<file path="src/rtl/mult_sequencer_pkg.sv">
// mult_seq_pkg
// Shared types and constants for the multiply sequencer slice.
// Provides the FSM state encoding, datapath widths, the default watchdog
// limit and a helper that derives the N/Z flags from a result word.
package mult_seq_pkg;

  localparam int WORD_W                 = 32;
  localparam int REG_W                  = 4;
  localparam int TIMEOUT_CYCLES_DEFAULT = 127;

  typedef logic [WORD_W-1:0] word_t;
  typedef logic [REG_W-1:0]  reg_idx_t;

  typedef enum logic [2:0] {
    ST_IDLE   = 3'd0,
    ST_ISSUE  = 3'd1,
    ST_SETTLE = 3'd2,
    ST_WAIT   = 3'd3,
    ST_ACCUM  = 3'd4,
    ST_WB     = 3'd5
  } state_t;

  // Returns {N, Z} for a result word; C and V are never produced by a multiply.
  function automatic logic [1:0] calc_nz(input word_t value);
    return {value[WORD_W-1], (value == '0)};
  endfunction

endpackage

</file>
<file path="src/rtl/mult_sequencer_if.sv">
// mult_sequencer_if
// Bundles the three handshake groups around the sequencer:
//   command  : cmd_valid/cmd_ready plus operands and control bits from decode
//   multiply : mult_enable, mult_a/mult_b out; mult_result, mult_ready back
//   writeback: wb_valid/wb_ready, wb_data, wb_rd, flag write enable and N/Z
//   status   : busy, timeout_err
// The slave modport is the sequencer's view; master is the surrounding
// pipeline (decode, multiplier and writeback) as seen from outside.
interface mult_sequencer_if;
  import mult_seq_pkg::*;

  logic     cmd_valid;
  logic     cmd_ready;
  logic     cmd_accumulate;
  logic     cmd_set_flags;
  word_t    cmd_rm;
  word_t    cmd_rs;
  word_t    cmd_rn;
  reg_idx_t cmd_rd;

  logic     mult_enable;
  word_t    mult_a;
  word_t    mult_b;
  word_t    mult_result;
  logic     mult_ready;

  logic     wb_valid;
  logic     wb_ready;
  word_t    wb_data;
  reg_idx_t wb_rd;
  logic     wb_flags_we;
  logic     wb_n;
  logic     wb_z;

  logic     busy;
  logic     timeout_err;

  modport slave (
    input  cmd_valid, cmd_accumulate, cmd_set_flags, cmd_rm, cmd_rs, cmd_rn, cmd_rd,
    input  mult_result, mult_ready, wb_ready,
    output cmd_ready, mult_enable, mult_a, mult_b,
    output wb_valid, wb_data, wb_rd, wb_flags_we, wb_n, wb_z, busy, timeout_err
  );

  modport master (
    output cmd_valid, cmd_accumulate, cmd_set_flags, cmd_rm, cmd_rs, cmd_rn, cmd_rd,
    output mult_result, mult_ready, wb_ready,
    input  cmd_ready, mult_enable, mult_a, mult_b,
    input  wb_valid, wb_data, wb_rd, wb_flags_we, wb_n, wb_z, busy, timeout_err
  );

endinterface

</file>
<file path="src/rtl/mult_sequencer_watchdog.sv">
// mult_seq_watchdog
// Cycle counter guarding the wait for multiplier completion.
// Ports:
//   sysclk, reset : clock and synchronous active-high reset
//   clear         : zero the count (asserted while the multiply settles)
//   enable        : count one cycle
//   expired       : count has reached LIMIT
module mult_seq_watchdog #(
  parameter int CNT_W = 8,
  parameter int LIMIT = 127
) (
  input  logic sysclk,
  input  logic reset,
  input  logic clear,
  input  logic enable,
  output logic expired
);

  logic [CNT_W-1:0] count;

  // Saturates at LIMIT so a stray enable after expiry cannot wrap the count.
  always_ff @(posedge sysclk) begin
    if (reset || clear) begin
      count <= '0;
    end else if (enable && !expired) begin
      count <= count + 1'b1;
    end
  end

  assign expired = (count == CNT_W'(LIMIT));

endmodule

</file>
<file path="src/rtl/mult_sequencer.sv">
// mult_sequencer
// Issue-side controller for the iterative Booth multiplier. Accepts a MUL/MLA
// command, starts the multiplier, waits for its completion under a watchdog,
// adds the accumulate operand for MLA, derives N/Z and offers the result to
// writeback over a valid/ready handshake.
// Ports:
//   sysclk, reset : clock and synchronous active-high reset
//   bus           : mult_sequencer_if.slave (command, multiplier, writeback,
//                   busy and timeout_err)
module mult_sequencer
  import mult_seq_pkg::*;
#(
  parameter int TIMEOUT_CYCLES = TIMEOUT_CYCLES_DEFAULT,
  parameter int CNT_W          = 8
) (
  input logic              sysclk,
  input logic              reset,
  mult_sequencer_if.slave  bus
);

  state_t   state, state_next;
  word_t    rm_q, rs_q, rn_q, prod_q, wb_data_q;
  reg_idx_t rd_q;
  logic     acc_q, sf_q, n_q, z_q;
  word_t    acc_sum;

  logic     cmd_ready, mult_enable, wb_valid, wb_flags_we, timeout_err;
  logic     wd_clear, wd_enable, wd_expired;

  mult_seq_watchdog #(
    .CNT_W (CNT_W),
    .LIMIT (TIMEOUT_CYCLES)
  ) u_watchdog (
    .sysclk  (sysclk),
    .reset   (reset),
    .clear   (wd_clear),
    .enable  (wd_enable),
    .expired (wd_expired)
  );

  // Carry out of the add is discarded; the result is modulo 2^32.
  assign acc_sum = prod_q + (acc_q ? rn_q : '0);

  // State register plus the operand/result registers. The product is only
  // captured on a genuine completion, never on the abort cycle.
  always_ff @(posedge sysclk) begin
    if (reset) begin
      state     <= ST_IDLE;
      rm_q      <= '0;
      rs_q      <= '0;
      rn_q      <= '0;
      rd_q      <= '0;
      acc_q     <= 1'b0;
      sf_q      <= 1'b0;
      prod_q    <= '0;
      wb_data_q <= '0;
      n_q       <= 1'b0;
      z_q       <= 1'b0;
    end else begin
      state <= state_next;
      if (state == ST_IDLE && bus.cmd_valid) begin
        rm_q  <= bus.cmd_rm;
        rs_q  <= bus.cmd_rs;
        rn_q  <= bus.cmd_rn;
        rd_q  <= bus.cmd_rd;
        acc_q <= bus.cmd_accumulate;
        sf_q  <= bus.cmd_set_flags;
      end
      if (state == ST_WAIT && bus.mult_ready && !wd_expired) begin
        prod_q <= bus.mult_result;
      end
      if (state == ST_ACCUM) begin
        wb_data_q  <= acc_sum;
        {n_q, z_q} <= calc_nz(acc_sum);
      end
    end
  end

  // Next-state and handshake outputs. ISSUE holds off the start pulse until
  // the multiplier reports idle, which absorbs a job left running across a
  // reset. SETTLE ignores mult_ready because the multiplier only drops it a
  // cycle after the start pulse.
  always_comb begin
    state_next  = state;
    cmd_ready   = 1'b0;
    mult_enable = 1'b0;
    wd_clear    = 1'b0;
    wd_enable   = 1'b0;
    timeout_err = 1'b0;
    wb_valid    = 1'b0;
    wb_flags_we = 1'b0;
    unique case (state)
      ST_IDLE: begin
        cmd_ready = 1'b1;
        if (bus.cmd_valid) state_next = ST_ISSUE;
      end
      ST_ISSUE: begin
        if (bus.mult_ready) begin
          mult_enable = 1'b1;
          state_next  = ST_SETTLE;
        end
      end
      ST_SETTLE: begin
        wd_clear   = 1'b1;
        state_next = ST_WAIT;
      end
      ST_WAIT: begin
        wd_enable = 1'b1;
        if (wd_expired) begin
          timeout_err = 1'b1;
          state_next  = ST_IDLE;
        end else if (bus.mult_ready) begin
          state_next = ST_ACCUM;
        end
      end
      ST_ACCUM: begin
        state_next = ST_WB;
      end
      ST_WB: begin
        wb_valid    = 1'b1;
        wb_flags_we = sf_q;
        if (bus.wb_ready) state_next = ST_IDLE;
      end
      default: begin
        state_next = ST_IDLE;
      end
    endcase
  end

  assign bus.cmd_ready   = cmd_ready;
  assign bus.mult_enable = mult_enable;
  assign bus.mult_a      = rm_q;
  assign bus.mult_b      = rs_q;
  assign bus.wb_valid    = wb_valid;
  assign bus.wb_data     = wb_data_q;
  assign bus.wb_rd       = rd_q;
  assign bus.wb_flags_we = wb_flags_we;
  assign bus.wb_n        = n_q;
  assign bus.wb_z        = z_q;
  assign bus.busy        = (state != ST_IDLE);
  assign bus.timeout_err = timeout_err;

endmodule

</file>
<file path="src/flat_wrapper.sv">
// flat-port wrapper written by rule: the top's interface ports become plain ports
module mult_sequencer_flat import mult_seq_pkg::*;
#(
  parameter int TIMEOUT_CYCLES = TIMEOUT_CYCLES_DEFAULT,
  parameter int CNT_W          = 8
)
  (sysclk, reset, bus_cmd_valid, bus_cmd_accumulate, bus_cmd_set_flags, bus_cmd_rm, bus_cmd_rs, bus_cmd_rn, bus_cmd_rd, bus_mult_result, bus_mult_ready, bus_wb_ready, bus_cmd_ready, bus_mult_enable, bus_mult_a, bus_mult_b, bus_wb_valid, bus_wb_data, bus_wb_rd, bus_wb_flags_we, bus_wb_n, bus_wb_z, bus_busy, bus_timeout_err);
  mult_sequencer_if bus_i ();
  input logic sysclk;
  input logic reset;
  input wire logic [$bits(bus_i.cmd_valid)-1:0] bus_cmd_valid;
  input wire logic [$bits(bus_i.cmd_accumulate)-1:0] bus_cmd_accumulate;
  input wire logic [$bits(bus_i.cmd_set_flags)-1:0] bus_cmd_set_flags;
  input wire logic [$bits(bus_i.cmd_rm)-1:0] bus_cmd_rm;
  input wire logic [$bits(bus_i.cmd_rs)-1:0] bus_cmd_rs;
  input wire logic [$bits(bus_i.cmd_rn)-1:0] bus_cmd_rn;
  input wire logic [$bits(bus_i.cmd_rd)-1:0] bus_cmd_rd;
  input wire logic [$bits(bus_i.mult_result)-1:0] bus_mult_result;
  input wire logic [$bits(bus_i.mult_ready)-1:0] bus_mult_ready;
  input wire logic [$bits(bus_i.wb_ready)-1:0] bus_wb_ready;
  output wire logic [$bits(bus_i.cmd_ready)-1:0] bus_cmd_ready;
  output wire logic [$bits(bus_i.mult_enable)-1:0] bus_mult_enable;
  output wire logic [$bits(bus_i.mult_a)-1:0] bus_mult_a;
  output wire logic [$bits(bus_i.mult_b)-1:0] bus_mult_b;
  output wire logic [$bits(bus_i.wb_valid)-1:0] bus_wb_valid;
  output wire logic [$bits(bus_i.wb_data)-1:0] bus_wb_data;
  output wire logic [$bits(bus_i.wb_rd)-1:0] bus_wb_rd;
  output wire logic [$bits(bus_i.wb_flags_we)-1:0] bus_wb_flags_we;
  output wire logic [$bits(bus_i.wb_n)-1:0] bus_wb_n;
  output wire logic [$bits(bus_i.wb_z)-1:0] bus_wb_z;
  output wire logic [$bits(bus_i.busy)-1:0] bus_busy;
  output wire logic [$bits(bus_i.timeout_err)-1:0] bus_timeout_err;
  assign bus_i.cmd_valid = bus_cmd_valid;
  assign bus_i.cmd_accumulate = bus_cmd_accumulate;
  assign bus_i.cmd_set_flags = bus_cmd_set_flags;
  assign bus_i.cmd_rm = bus_cmd_rm;
  assign bus_i.cmd_rs = bus_cmd_rs;
  assign bus_i.cmd_rn = bus_cmd_rn;
  assign bus_i.cmd_rd = bus_cmd_rd;
  assign bus_i.mult_result = bus_mult_result;
  assign bus_i.mult_ready = bus_mult_ready;
  assign bus_i.wb_ready = bus_wb_ready;
  assign bus_cmd_ready = bus_i.cmd_ready;
  assign bus_mult_enable = bus_i.mult_enable;
  assign bus_mult_a = bus_i.mult_a;
  assign bus_mult_b = bus_i.mult_b;
  assign bus_wb_valid = bus_i.wb_valid;
  assign bus_wb_data = bus_i.wb_data;
  assign bus_wb_rd = bus_i.wb_rd;
  assign bus_wb_flags_we = bus_i.wb_flags_we;
  assign bus_wb_n = bus_i.wb_n;
  assign bus_wb_z = bus_i.wb_z;
  assign bus_busy = bus_i.busy;
  assign bus_timeout_err = bus_i.timeout_err;
  mult_sequencer #(.TIMEOUT_CYCLES(TIMEOUT_CYCLES), .CNT_W(CNT_W)) u_core (.sysclk(sysclk), .reset(reset), .bus(bus_i));
endmodule
</file>
<file path="config.mk">
export PLATFORM = sky130hd
export DESIGN_NAME = mult_sequencer_flat
export DESIGN_NICKNAME = d
export VERILOG_FILES = /design/src/rtl/mult_sequencer_pkg.sv /design/src/rtl/mult_sequencer_if.sv /design/src/rtl/mult_sequencer_watchdog.sv /design/src/rtl/mult_sequencer.sv /design/src/flat_wrapper.sv
export SDC_FILE = /design/constraint.sdc
export NUM_CORES = 1
export LEC_CHECK = 0
export CAP_MARGIN = 20
export CORE_MARGIN = 5
export CORE_UTILIZATION = 35
export DETAILED_ROUTE_END_ITERATION = 12
export GPL_TIMING_DRIVEN = 0
export HOLD_SLACK_MARGIN = 0.02
export PLACE_DENSITY_LB_ADDON = 0.2
export SETUP_SLACK_MARGIN = 0.5
export SKIP_CTS_REPAIR_TIMING = 1
export SYNTH_ARGS = -nofsm -noshare
export SYNTH_HDL_FRONTEND = slang
export SYNTH_HIERARCHICAL = 1
export SYNTH_SLANG_ARGS = --single-unit
</file>
<file path="constraint.sdc">
create_clock -name sysclk -period 4.35 [get_ports sysclk]
set_clock_uncertainty 0.2 [all_clocks]
set_input_delay 1.0875 -clock sysclk [delete_from_list [all_inputs] [get_ports sysclk]]
set_output_delay 1.0875 -clock sysclk [all_outputs]
set_load 0.01 [all_outputs]
</file>
==> results.cfg <==
[routing]
drtIter0Drc = 469
dr.pass1.iters = 5
ant_nets = 0
viasPerCell = 4.91
routedWlPerCell_um = 15.8
vias = 8407
wirelength_mm = 27.1
route.detailed.drc = 0

[power_and_ir_drop]
p_per_area_nw_per_um2 = 321
vdd_drop_max_v = 0.000228
p_leak_nw = 4.46

[die]
io-pin-count = 247
die_area_um2 = 27500
initial_core_util = 0.353
core_area_um2 = 24100
die_w_um = 166
fp.dieH_um = 166
rows = 57

[cells_and_area]
final_common_cell = nand2_1
n_antenna_cell = 0
drive_gt1_frac = 0.0490
final_nets = 1548
area_growth_pct = 41.1
final_cell_mix = nand2_1, clkdlybuf4s50_1, a21oi_1
nFillCells = 2437

[sta]
setup_viol = 0
rsz0062_at_grt = true
drv_slew = 0
period_needed_ns = 3.79
finalWorstSetupSlack_ns = 0.561
hold_viol = 0
period_share = 0.871
relSlewSlack = 0.437
tns_ns = 0
max_freq_ghz = 0.264
tightestPinTransition_ns = 0.841

[global_routing]
antenna_found_initial = 0
overflow = 0
grt_util_all_layers = 0.191
grt_pass1_vias = 8065
grt_pass1_wl_mm = 43.1
grt_max_degree = 18

[placed_design]
hpwl_mm = 20.7
gp_congestion = 0.928
place_ws_ns = 0.302
io_buffers = 246

[setup_path]
crit_required_ns = 4.50
crit_path_end_kind = flop
worstPathArrival_ns = 3.94
crit_family = compound AO/OA/AOI/OAI gates
worst_setup_path_start_kind = flop
crit_path_max_fanout = 10
cpPeakStageDelay_ns = 0.42
crit_type = flop to flop
cp_slowest_cell = fa_1
cp_cell_sequence = buf_4 -> and2_1 -> ha_1 -> fa_1 -> a21o_1 -> a221oi_4 -> o31ai_2 -> xor2_1 -> a211o_1 -> or4_4 -> nor4_2 -> nand4_1 -> o22ai_2
critPathBufInv = 1

[clock_network]
insertion_delay_ns = 0.42
clk_pin_slew_ns = 0.07
cts.path.max_buffers = 2
cts_buffers = 17
clock_sinks = 178
cts_tree = built
htree_levels = 4
cts-root-buf = clkbuf_16

[yosys]
syn_inst = 1110
synth_seq_cells = 178
syn_avg_cell_area_um2 = 7.67
syn_nets = 1282
ys_types = 74
yosysWarnings = 6
ys.flop_type = dfxtp_1
yosysSeqAreaShare = 0.419
async_reset_ff_frac = 0
synth_area_um2 = 8510
synth_edf_count = 0

[status]
outcome = finished, final reports clean

[run]
drv_cap = 0

[hold_path]
hold_path_class = flop to flop
-- layer usage --
metal / global-route usage / vias up / share of wire
met5: 0 / - / 0
met4: 0.0560 / 0 / 0.019
met3: 0.0512 / 25 / 0.061
met2: 0.315 / 217 / 0.46
met1: 0.246 / 3861 / 0.46
li1: - / 4304 / -
-- tightest hold or removal path, cell delays in order, from the launching register on --
cell,delay [ns]
dfxtp_1,0.31
nand2_1,0.05
a21oi_1,0.05
-- metrics by stage --
| stage | cell area [um^2] | cells | hold WS [ns] | util | total power, mW |
|---|---|---|---|---|---|
| 5_1_grt | 12000 | 1713 | 0.270 | 0.498 | 4.04 |
| 2_1_floorplan | 8510 | 1110 | 0.232 | - | 2.03 |
| 3_5_place_dp | 11400 | 1680 | 0.244 | 0.472 | 2.36 |
| 3_3_place_gp | 11400 | 1680 | 0.239 | 0.472 | 2.35 |
| 6_report | 12000 | 1713 | 0.252 | 0.498 | 3.86 |
| 4_1_cts | 12000 | 1712 | 0.255 | 0.497 | 3.92 |
-- power breakdown --
group,internal [mW],total (mW),switching [mW]
sequential,1.71,1.75,0.0408
combinational,0.287,0.572,0.285
clock,0.831,1.54,0.710
-- layout make-up --
cell class	instances	area, um^2	area share
Tap cell	324	405	0.0338
Inverter	13	48.8	0.00406
Multi-Input combinational cell	845	4600	0.383
Buffer	74	329	0.0274
Timing Repair Buffer	247	2470	0.206
Clock inverter	13	148	0.0123
Sequential cell	178	3560	0.297
Clock buffer	19	443	0.0369
-- worst paths after layout --
path                   start              end  slack, ns  depth (start not counted)
max reg2reg     u_core/acc_q  u_core/bus.wb_z       0.56                         13
min reg2reg  u_core/rn_q[26]  u_core/rn_q[26]       0.25                          2
max             u_core/acc_q  u_core/bus.wb_z       0.56                         13
min          u_core/rn_q[26]  u_core/rn_q[26]       0.25                          2
-- synthesized netlist by cell type, drive strengths merged (2+ instances only) --
cell type / instances / area (um^2)
nand2: 358 / 1340
a21oi: 202 / 1020
dfxtp: 178 / 3560
clkbuf: 68 / 275
and2: 36 / 225
ha: 32 / 400
nor2: 24 / 90.1
nor3: 19 / 100
o21ai: 19 / 95.1
xnor2: 19 / 166
a21o: 15 / 114
inv: 13 / 48.8
nand4: 11 / 83.8
nand3: 10 / 50.1
xor2: 9 / 78.8
a211oi: 8 / 65.1
a31oi: 6 / 37.5
buf: 6 / 47.5
or3: 6 / 38.8
and3: 5 / 36.3
mux2i: 5 / 50.1
o211ai: 5 / 37.5
a21boi: 4 / 30.0
o21bai: 4 / 33.8
a2111oi: 3 / 45.1
a211o: 3 / 26.3
a221o: 3 / 30.0
a221oi: 3 / 32.5
a41oi: 2 / 17.5
and4b: 2 / 23.8
nand2b: 2 / 12.5
nand3b: 2 / 15.0
nor2b: 2 / 12.5
nor3b: 2 / 15.0
nor4: 2 / 18.8
-- cells by family (layout without fill, tap and decap cells) --
kind of cell               Yosys count  after routing  synth area share
and+or+nand+nor                    489            489             0.252
AOI/OAI and AO/OA                  289            289             0.200
DFF                                178            178             0.419
buffers and inverters               87            366            0.0437
adders and majority gates           33             33            0.0494
xor gates and xnor gates            28             28            0.0288
muxes                                6              6           0.00720
-- registers in the layout (all words and copies together), names as in the netlist, 3 cells and up --
register	cells
u_core/bus.mult_b	32
u_core/state	3
u_core/u_watchdog/count	8
u_core/bus.wb_data	32
u_core/prod_q	32
u_core/bus.wb_rd	4
u_core/bus.mult_a	32
u_core/rn_q	32
Power figures use the tool's default switching activity.
